<file path="src/rtl/ram_dp_stream_reader.sv">
// Burst read client for RAM_DP: issues reads under a credit limit and streams words out of a small buffer.
// Build option RAM_DP_READER_STRIDE_EN adds stride_i, the per-read address step captured with start_i.
module ram_dp_stream_reader #(
   parameter int unsigned AddrWidth   = 16,
   parameter int unsigned DataWidth   = 32,
   parameter int unsigned ReadLatency = 1,
   parameter int unsigned LenWidth    = AddrWidth + 1
) (
   input  logic                 clk_i,
   input  logic                 rst_i,
   input  logic                 start_i,
   input  logic [AddrWidth-1:0] base_addr_i,
   input  logic [LenWidth-1:0]  len_i,
`ifdef RAM_DP_READER_STRIDE_EN
   input  logic [AddrWidth-1:0] stride_i,
`endif
   output logic                 busy_o,
   output logic                 done_o,
   output logic                 ram_rd_en_o,
   output logic [AddrWidth-1:0] ram_addr_r_o,
   input  logic [DataWidth-1:0] ram_data_i,
   output logic [DataWidth-1:0] data_o,
   output logic                 valid_o,
   input  logic                 ready_i
);

   localparam int unsigned Depth    = ReadLatency + 1;
   localparam int unsigned PtrWidth = $clog2(Depth);
   localparam int unsigned CntWidth = $clog2(Depth + 1);
   localparam int unsigned SumWidth = CntWidth + 1;

   typedef enum logic [1:0] {
      IDLE  = 2'd0,
      READ  = 2'd1,
      DRAIN = 2'd2
   } state_e;

   state_e               state_q;
   state_e               state_d;

   logic [ReadLatency-1:0] vld_pipe_q;
   logic [AddrWidth-1:0]   next_addr_q;
   logic [AddrWidth-1:0]   last_addr_q;
   logic [LenWidth-1:0]    issue_rem_q;
   logic [LenWidth-1:0]    beat_rem_q;
   logic [DataWidth-1:0]   buf_q [Depth];
   logic [PtrWidth-1:0]    wr_ptr_q;
   logic [PtrWidth-1:0]    rd_ptr_q;
   logic [CntWidth-1:0]    occ_q;
   logic                   busy_q;
   logic                   done_q;

   logic                   accept_c;
   logic                   zero_start_c;
   logic                   issue_c;
   logic                   push_c;
   logic                   pop_c;
   logic                   last_beat_c;
   logic [CntWidth-1:0]    inflight_c;
   logic [SumWidth-1:0]    committed_c;
   logic [AddrWidth-1:0]   stride_start;
   logic [AddrWidth-1:0]   stride_w;

`ifdef RAM_DP_READER_STRIDE_EN
   logic [AddrWidth-1:0]   stride_q;

   // Stride is frozen for the whole burst once the command is accepted
   always_ff @(posedge clk_i or posedge rst_i) begin
      if (rst_i) begin
         stride_q <= '0;
      end else if (accept_c) begin
         stride_q <= stride_i;
      end
   end

   assign stride_start = stride_i;
   assign stride_w     = stride_q;
`else
   assign stride_start = AddrWidth'(1);
   assign stride_w     = AddrWidth'(1);
`endif

   function automatic logic [PtrWidth-1:0] ptr_inc(input logic [PtrWidth-1:0] p);
      return (p == PtrWidth'(Depth - 1)) ? '0 : p + PtrWidth'(1);
   endfunction

   // Handshake and credit: a read may issue only if every word already committed still fits the buffer
   always_comb begin
      inflight_c = '0;
      for (int i = 0; i < int'(ReadLatency); i++) begin
         inflight_c = inflight_c + CntWidth'(vld_pipe_q[i]);
      end
      pop_c        = (occ_q != '0) && ready_i;
      push_c       = vld_pipe_q[ReadLatency-1];
      committed_c  = SumWidth'(inflight_c) + SumWidth'(occ_q) - SumWidth'(pop_c);
      accept_c     = (state_q == IDLE) && start_i && (len_i != '0);
      zero_start_c = (state_q == IDLE) && start_i && (len_i == '0);
      issue_c      = accept_c ||
                     ((state_q == READ) && (issue_rem_q != '0) &&
                      (committed_c < SumWidth'(Depth)));
      last_beat_c  = pop_c && (beat_rem_q == LenWidth'(1));
   end

   always_ff @(posedge clk_i or posedge rst_i) begin
      if (rst_i) begin
         state_q <= IDLE;
      end else begin
         state_q <= state_d;
      end
   end

   always_comb begin
      state_d = state_q;
      case (state_q)
         IDLE: begin
            if (accept_c) begin
               state_d = READ;
            end
         end
         READ: begin
            if ((issue_rem_q == '0) || (issue_c && (issue_rem_q == LenWidth'(1)))) begin
               state_d = DRAIN;
            end
         end
         DRAIN: begin
            if (last_beat_c) begin
               state_d = IDLE;
            end
         end
         default: state_d = IDLE;
      endcase
   end

   // The first read goes out in the accept cycle; the address bus only moves when a read issues
   always_comb begin
      ram_rd_en_o  = issue_c;
      ram_addr_r_o = last_addr_q;
      if (accept_c) begin
         ram_addr_r_o = base_addr_i;
      end else if (issue_c) begin
         ram_addr_r_o = next_addr_q;
      end
      valid_o = (occ_q != '0);
      data_o  = buf_q[rd_ptr_q];
      busy_o  = busy_q;
      done_o  = done_q;
   end

   always_ff @(posedge clk_i or posedge rst_i) begin
      if (rst_i) begin
         vld_pipe_q  <= '0;
         next_addr_q <= '0;
         last_addr_q <= '0;
         issue_rem_q <= '0;
         beat_rem_q  <= '0;
         wr_ptr_q    <= '0;
         rd_ptr_q    <= '0;
         occ_q       <= '0;
         busy_q      <= 1'b0;
         done_q      <= 1'b0;
         for (int i = 0; i < int'(Depth); i++) begin
            buf_q[i] <= '0;
         end
      end else begin
         done_q <= 1'b0;

         if (accept_c) begin
            busy_q      <= 1'b1;
            last_addr_q <= base_addr_i;
            next_addr_q <= base_addr_i + stride_start;
            issue_rem_q <= len_i - LenWidth'(1);
            beat_rem_q  <= len_i;
         end else if (issue_c) begin
            last_addr_q <= next_addr_q;
            next_addr_q <= next_addr_q + stride_w;
            issue_rem_q <= issue_rem_q - LenWidth'(1);
         end

         if (zero_start_c) begin
            done_q <= 1'b1;
         end

         // Tracks which RAM cycles carry data owed to this burst
         vld_pipe_q[0] <= issue_c;
         for (int i = 1; i < int'(ReadLatency); i++) begin
            vld_pipe_q[i] <= vld_pipe_q[i-1];
         end

         if (push_c) begin
            buf_q[wr_ptr_q] <= ram_data_i;
            wr_ptr_q        <= ptr_inc(wr_ptr_q);
         end

         if (pop_c) begin
            rd_ptr_q   <= ptr_inc(rd_ptr_q);
            beat_rem_q <= beat_rem_q - LenWidth'(1);
         end

         if (last_beat_c) begin
            busy_q <= 1'b0;
            done_q <= 1'b1;
         end

         occ_q <= occ_q + CntWidth'(push_c) - CntWidth'(pop_c);
      end
   end

endmodule

</file>
<file path="config.mk">
export PLATFORM = sky130hd
export DESIGN_NAME = ram_dp_stream_reader
export DESIGN_NICKNAME = d
export VERILOG_FILES = /design/src/rtl/ram_dp_stream_reader.sv
export SDC_FILE = /design/constraint.sdc
export NUM_CORES = 1
export LEC_CHECK = 0
export CAP_MARGIN = 20
export CORE_UTILIZATION = 40
export CTS_CLUSTER_DIAMETER = 60
export DETAILED_ROUTE_END_ITERATION = 6
export PLACE_DENSITY = 0.63
export SLEW_MARGIN = 20
export SYNTH_ARGS = -nofsm -noshare
export SYNTH_HDL_FRONTEND = slang
export SYNTH_SLANG_ARGS = --single-unit
</file>
<file path="constraint.sdc">
create_clock -name clk_i -period 5.1 [get_ports clk_i]
set_clock_uncertainty 0.2 [all_clocks]
set_input_delay 0.51 -clock clk_i [delete_from_list [all_inputs] [get_ports clk_i]]
set_output_delay 0.51 -clock clk_i [all_outputs]
set_load 0.02 [all_outputs]
</file>
# Yosys cells after proc, flatten, opt, wreduce, memory -nomap -nowiden

Index checks and enable logic that the tools add are counted.

Add/sub/neg operators: 11
$lt $le $gt $ge: 4
Equality and inequality tests: 7
Multiplexer cells: 24
Bitwise operators: 2
Reductions and logical operators: 21

Operators with widths:

| kind                    | count |
|---|---|
| $mux W32                | 4 |
| $mux W17                | 4 |
| $bwmux W64              | 1 |
| $mux W16                | 4 |
| $sub A17 B1 Y17 const B | 3 |
| $eq A17 B1 Y1 const B   | 2 |
| $logic_not A17 Y1       | 2 |
| $reduce_bool A17 Y1     | 2 |
| $add A16 B1 Y16 const B | 2 |
| $demux W32 S1           | 1 |
| $logic_and A1 B1 Y1     | 9 |
| $reduce_bool A2 Y1      | 4 |
| $mux W1                 | 6 |
| $mux W2                 | 3 |
| $pmux W2 S3             | 1 |
| $ge A2 B2 Y1 const B    | 2 |
| $ne A2 B2 Y1 const B    | 2 |
| $not A1 Y2              | 2 |
| $add A1 B2 Y3           | 1 |
| $lt A3 B2 Y1 const B    | 1 |
| $reduce_and A3 Y1       | 1 |
| $sub A3 B1 Y3           | 1 |
| $add A1 B1 Y1 const B   | 2 |
| $add A2 B1 Y2           | 1 |
| 7 further kinds         | 8 |

Register bits after elaboration: 139
Output and inout port bits: 52
Logic and storage cells: 82

# Longest topological paths before layout

Word-level depth: 10
Mapped depth: 14
Mapped depth without buffers: 12

# Least setup slack after synthesis

Ideal clock, no wire load.

Path kind: input port to output port
Start: input port ready_i
End: output port ram_addr_r_o[10]
Arrival: 3.736 ns
Required time: 4.390 ns
Slack: 0.654 ns
Stages: 13
Cell sequence: o21ai_1 -> clkbuf_1 -> clkbuf_1 -> nand2_1 -> nand2_1 -> ha_1 -> fa_1 -> nor3b_1 -> nand2_1 -> nor2_1 -> clkbuf_1 -> nand2_1 -> a31oi_1

Cells in the longest elaborated chain, start to end: 7

Ends and longest elaborated chain:

| item                | line | RTL |
|---|---|---|
| start: declaration  | 24   | `input logic ready_i` |
| $logic_and A1 B1 Y1 | 93   | `pop_c = (occ_q != '0) && ready_i;` |
| $sub A3 B1 Y3       | 95   | `committed_c = SumWidth'(inflight_c) + SumWidth'(occ_q) - SumWidth'(pop_c);` |
| net committed_c[1]  | 60   | `logic [SumWidth-1:0] committed_c;` |
| $lt A3 B2 Y1        | 100  | `(committed_c < SumWidth'(Depth)));` |
| $logic_and A1 B1 Y1 | 99   | `((state_q == READ) && (issue_rem_q != '0) &&` |
| $logic_or A1 B1 Y1  | 98   | `issue_c = accept_c \|\|` |
| $mux W16            | -    |  |
| $mux W16            | 138  | `if (accept_c) begin` |
| end: declaration    | 20   | `output logic [AddrWidth-1:0] ram_addr_r_o,` |

The timed path passes the listed nets, and every way through them passes these cells.

# Worst setup path after layout

Start: input port ready_i
End: output port ram_addr_r_o[2]

Same word-level chain as after synthesis.

==> results.md <==
* Sequential share of the synthesized area at a little under half
* Detailed-route via count at 5,939
* Row count at 49
* Crit start category: input port
* DRC Markers at 13
* Tot GR Track Use at 20.3%
* Syn Inst Count at between 700 and 800
* WL/cell at 17.8 um
* VDD IR-drop max at 0.238 mV
* Num ports at ~120
* Largest net degree at the start of global routing at 108
* Clock power frac at 36.8%
* P&R area growth vs syn at 27.2%
* Status: finished with violations
* Area contributors post-synth: dfrtp_1 (46%), mux2_2 (14%), xor2_1 (4.1%)
* Yosys top cell by area: dfrtp_1
* Worst-Skew Late Latency at 0.42 ns
* Fin crit share at approximately nine tenths
* RSZ-0062 raised after global routing: false
* Setup Fix Bufs, Post-CTS at 0
* CP Class: input port to primary output
* Antenna violations before repair at 0
* Sw Ratio at around 31%
* CTS buffer count at 17
* Antenna Nets Post-Route at 0
* Rel. slew slack at 34.9%
* Worst Path Max Fanout at 16
* DRT iter0 DRCs at about 420
* Syn nets at 783
* Final hold vios at 0
* Die width at 139 um
* P_leak at 4.08 nW
* GP Congestion at ~0.85
* PnR worst setup slack at 0.489 ns
* Core area at 18,100 um2
* CTS Hold Bufs at 0
* Clock sink total at 139
* Synth Flop Type: dfrtp_1
* Post-synth EDFFs at 0
* Nets at 902
* Vias in the first global route at 6,113
* Detail Placement HPWL at 13.3 mm
* Warnings from Yosys at 0
* Sequential share of power at 38.1%
* Global route overflow at 0
* Port Buffer Count at 120
* Final WL at 18.9 mm
* H-tree depth at 4
* Critical Path AT at between 3 and 4 ns
* Gates resized, CTS repair at 0
* Full die area at 19,300 um2
* Cell area after synthesis at between 7000 and 8000 um2
* CTS tree: done
* CTS Buffer Depth at 2
* Antenna fix cells at 0
* Comb power frac at 25.1%
* Clk slew on worst S/H paths at 0.06 ns
* DR vias/cell at 5.58
* Max Slew Vio Count at 0
* CP Data Required Time at 4.39 ns
* Worst min-delay path startpoint: buf_q[20]
* Root buffer cell: clkbuf_16
* Crit. Startpoint: ready_i
* Post-route minimum period at 4.61 ns
* # fillers at 1,620
* Layout cells sized above 1 at 19.9%
* Failing checks: DRC
* Pre-antenna DRT Iters at 7
* Place WS at 0.485 ns
* Post-synthesis cell type count at 67
* Int Pwr at roughly 2.3 mW
* TNS Setup at 0 ns
* Commonest non-fill, non-tap cell in the layout: dfrtp_1
* MaxCap Viol Count at 0
* P_sw at 1.01 mW
* Die Span Y at about 140 um
* Endpoints failing setup at 0
* Most frequent cells in the layout: dfrtp_1 (139), clkdlybuf4s50_1 (120), mux2_2 (96)
* Critical R2R Launch: occ_q[1]
* First-pass GRT wire length at roughly 31 mm
* CP endpoint kind: primary output
* Register bit count reported by yosys at roughly 140
* Average size of a mapped cell at 10.6 um2
* Starting Density at 41.3%
* Worst Tran Pin Value at 0.968 ns
* Async S/R FF share, synth at 100%
* Max Clock Freq at 217 MHz
* R2R setup slack at 1.77 ns
* Pwr/cell area at roughly 340 nW/um2
* Min-delay worst type: flop to flop
* Synth top area share at 46.4%
==> state kept, by name (all words and copies together), names as in the netlist <==
register / count
buf_q: 64
beat_rem_q: 17
issue_rem_q: 17
last_addr_q: 16
next_addr_q: 16
occ_q: 2
state_q: 2
busy_o: 1
done_o: 1
push_c: 1
rd_ptr_q: 1
wr_ptr_q: 1
==> per-layer routing <==
layer	vias to the layer above	GRT usage [%]	share of wire [%]
met5	-	0	0
met4	0	7.13	1.9
met3	29	4.39	5.8
met2	184	33.1	48
met1	2932	26.6	44
li1	2794	-	-
==> power groups by stage <==
| stage | clock [mW] | combinational (mW) | sequential, mW |
|---|---|---|---|
| final | 1.21 | 0.824 | 1.25 |
| after global routing | 1.30 | 0.884 | 1.26 |
| after global placement | 0 | 0.766 | 1.29 |
| after detailed placement | 0 | 0.780 | 1.30 |
| after floorplan | 0 | 0.511 | 1.23 |
| after CTS | 1.24 | 0.783 | 1.27 |
==> final timing paths <==
| kind | to | cells after the start |
|---|---|---|
| worst max-delay path | ram_addr_r_o[2] | 14 |
| worst min-delay path | buf_q[20] | 1 |
| worst max register to register | next_addr_q[12] | 12 |
| worst min register to register | buf_q[20] | 1 |
| max in group asynchronous | beat_rem_q[16] | 3 |
| min in group asynchronous | buf_q[59] | 2 |
==> cells in the mapped netlist, types with 2 or more instances <==
cell,count
dfrtp_1,139
mux2_2,96
nand2_1,67
nor2_1,48
xor2_1,35
nand3_1,29
nor3_1,27
a21oi_1,20
a31oi_1,20
xnor2_1,19
clkbuf_1,16
inv_1,14
mux2i_1,14
nand4_1,13
o21ai_0,11
nor4_1,10
or4_1,10
ha_1,9
buf_2,7
buf_1,6
o21ai_1,6
o31a_1,5
and4_1,4
nand3b_1,4
o211ai_1,4
o311ai_0,4
or3_1,4
a22oi_1,3
and3_1,3
buf_6,3
mux2_4,3
nand4b_1,3
nor3b_1,3
o21a_1,3
o31ai_1,3
a32oi_1,2
and2_1,2
buf_4,2
nand2b_1,2
o221a_2,2
o41ai_1,2
or2_2,2
==> cells by family after synthesis <==
group                    count (synthesis)  share of synthesized area [%]
multiplexers                           114                           17.0
AND/OR/NAND/NOR                        245                           17.3
AO/OA/AOI/OAI                           94                           8.31
buffers and inverters                   48                           2.92
flip-flops                             139                           46.4
XOR/XNOR                                54                           6.31
adder cells (fa/ha/maj)                 10                           1.77
==> stage by stage <==
stage | utilization [%] | hold slack (ns) | power (mW) | instances | area [um2]
final | 52.6 | 0.302 | 3.28 | 1065 | 9540
after global routing | 52.6 | 0.318 | 3.44 | 1065 | 9540
after global placement | 49.2 | 0.281 | 2.05 | 1032 | 8930
after detailed placement | 49.2 | 0.284 | 2.08 | 1032 | 8930
after CTS | 52.4 | 0.303 | 3.30 | 1064 | 9510
after floorplan | - | 0.263 | 1.74 | 704 | 7500
==> cell type report <==
class	instances	area, um2	share of cell area (%)
multi-input cells	517	3810	39.9
inverters	14	60.1	0.630
clock inverters	15	154	1.61
flip-flops and latches	139	3480	36.5
repair buffers	134	1330	13.9
well taps	229	287	3.00
clock buffers	17	425	4.46
==> worst max-delay path: stages <==
cell	delay, ns
clkdlybuf4s50_1	0.44
o21a_1	0.13
nand2b_1	0.11
nand2_1	0.07
ha_1	0.19
fa_1	0.45
nor3b_1	0.21
buf_4	0.16
nand2_1	0.07
nor2_1	0.28
buf_4	0.29
nand2_1	0.08
a31oi_1	0.24
clkdlybuf4s50_1	0.65
Note: power is estimated with default switching activity, not from simulation.
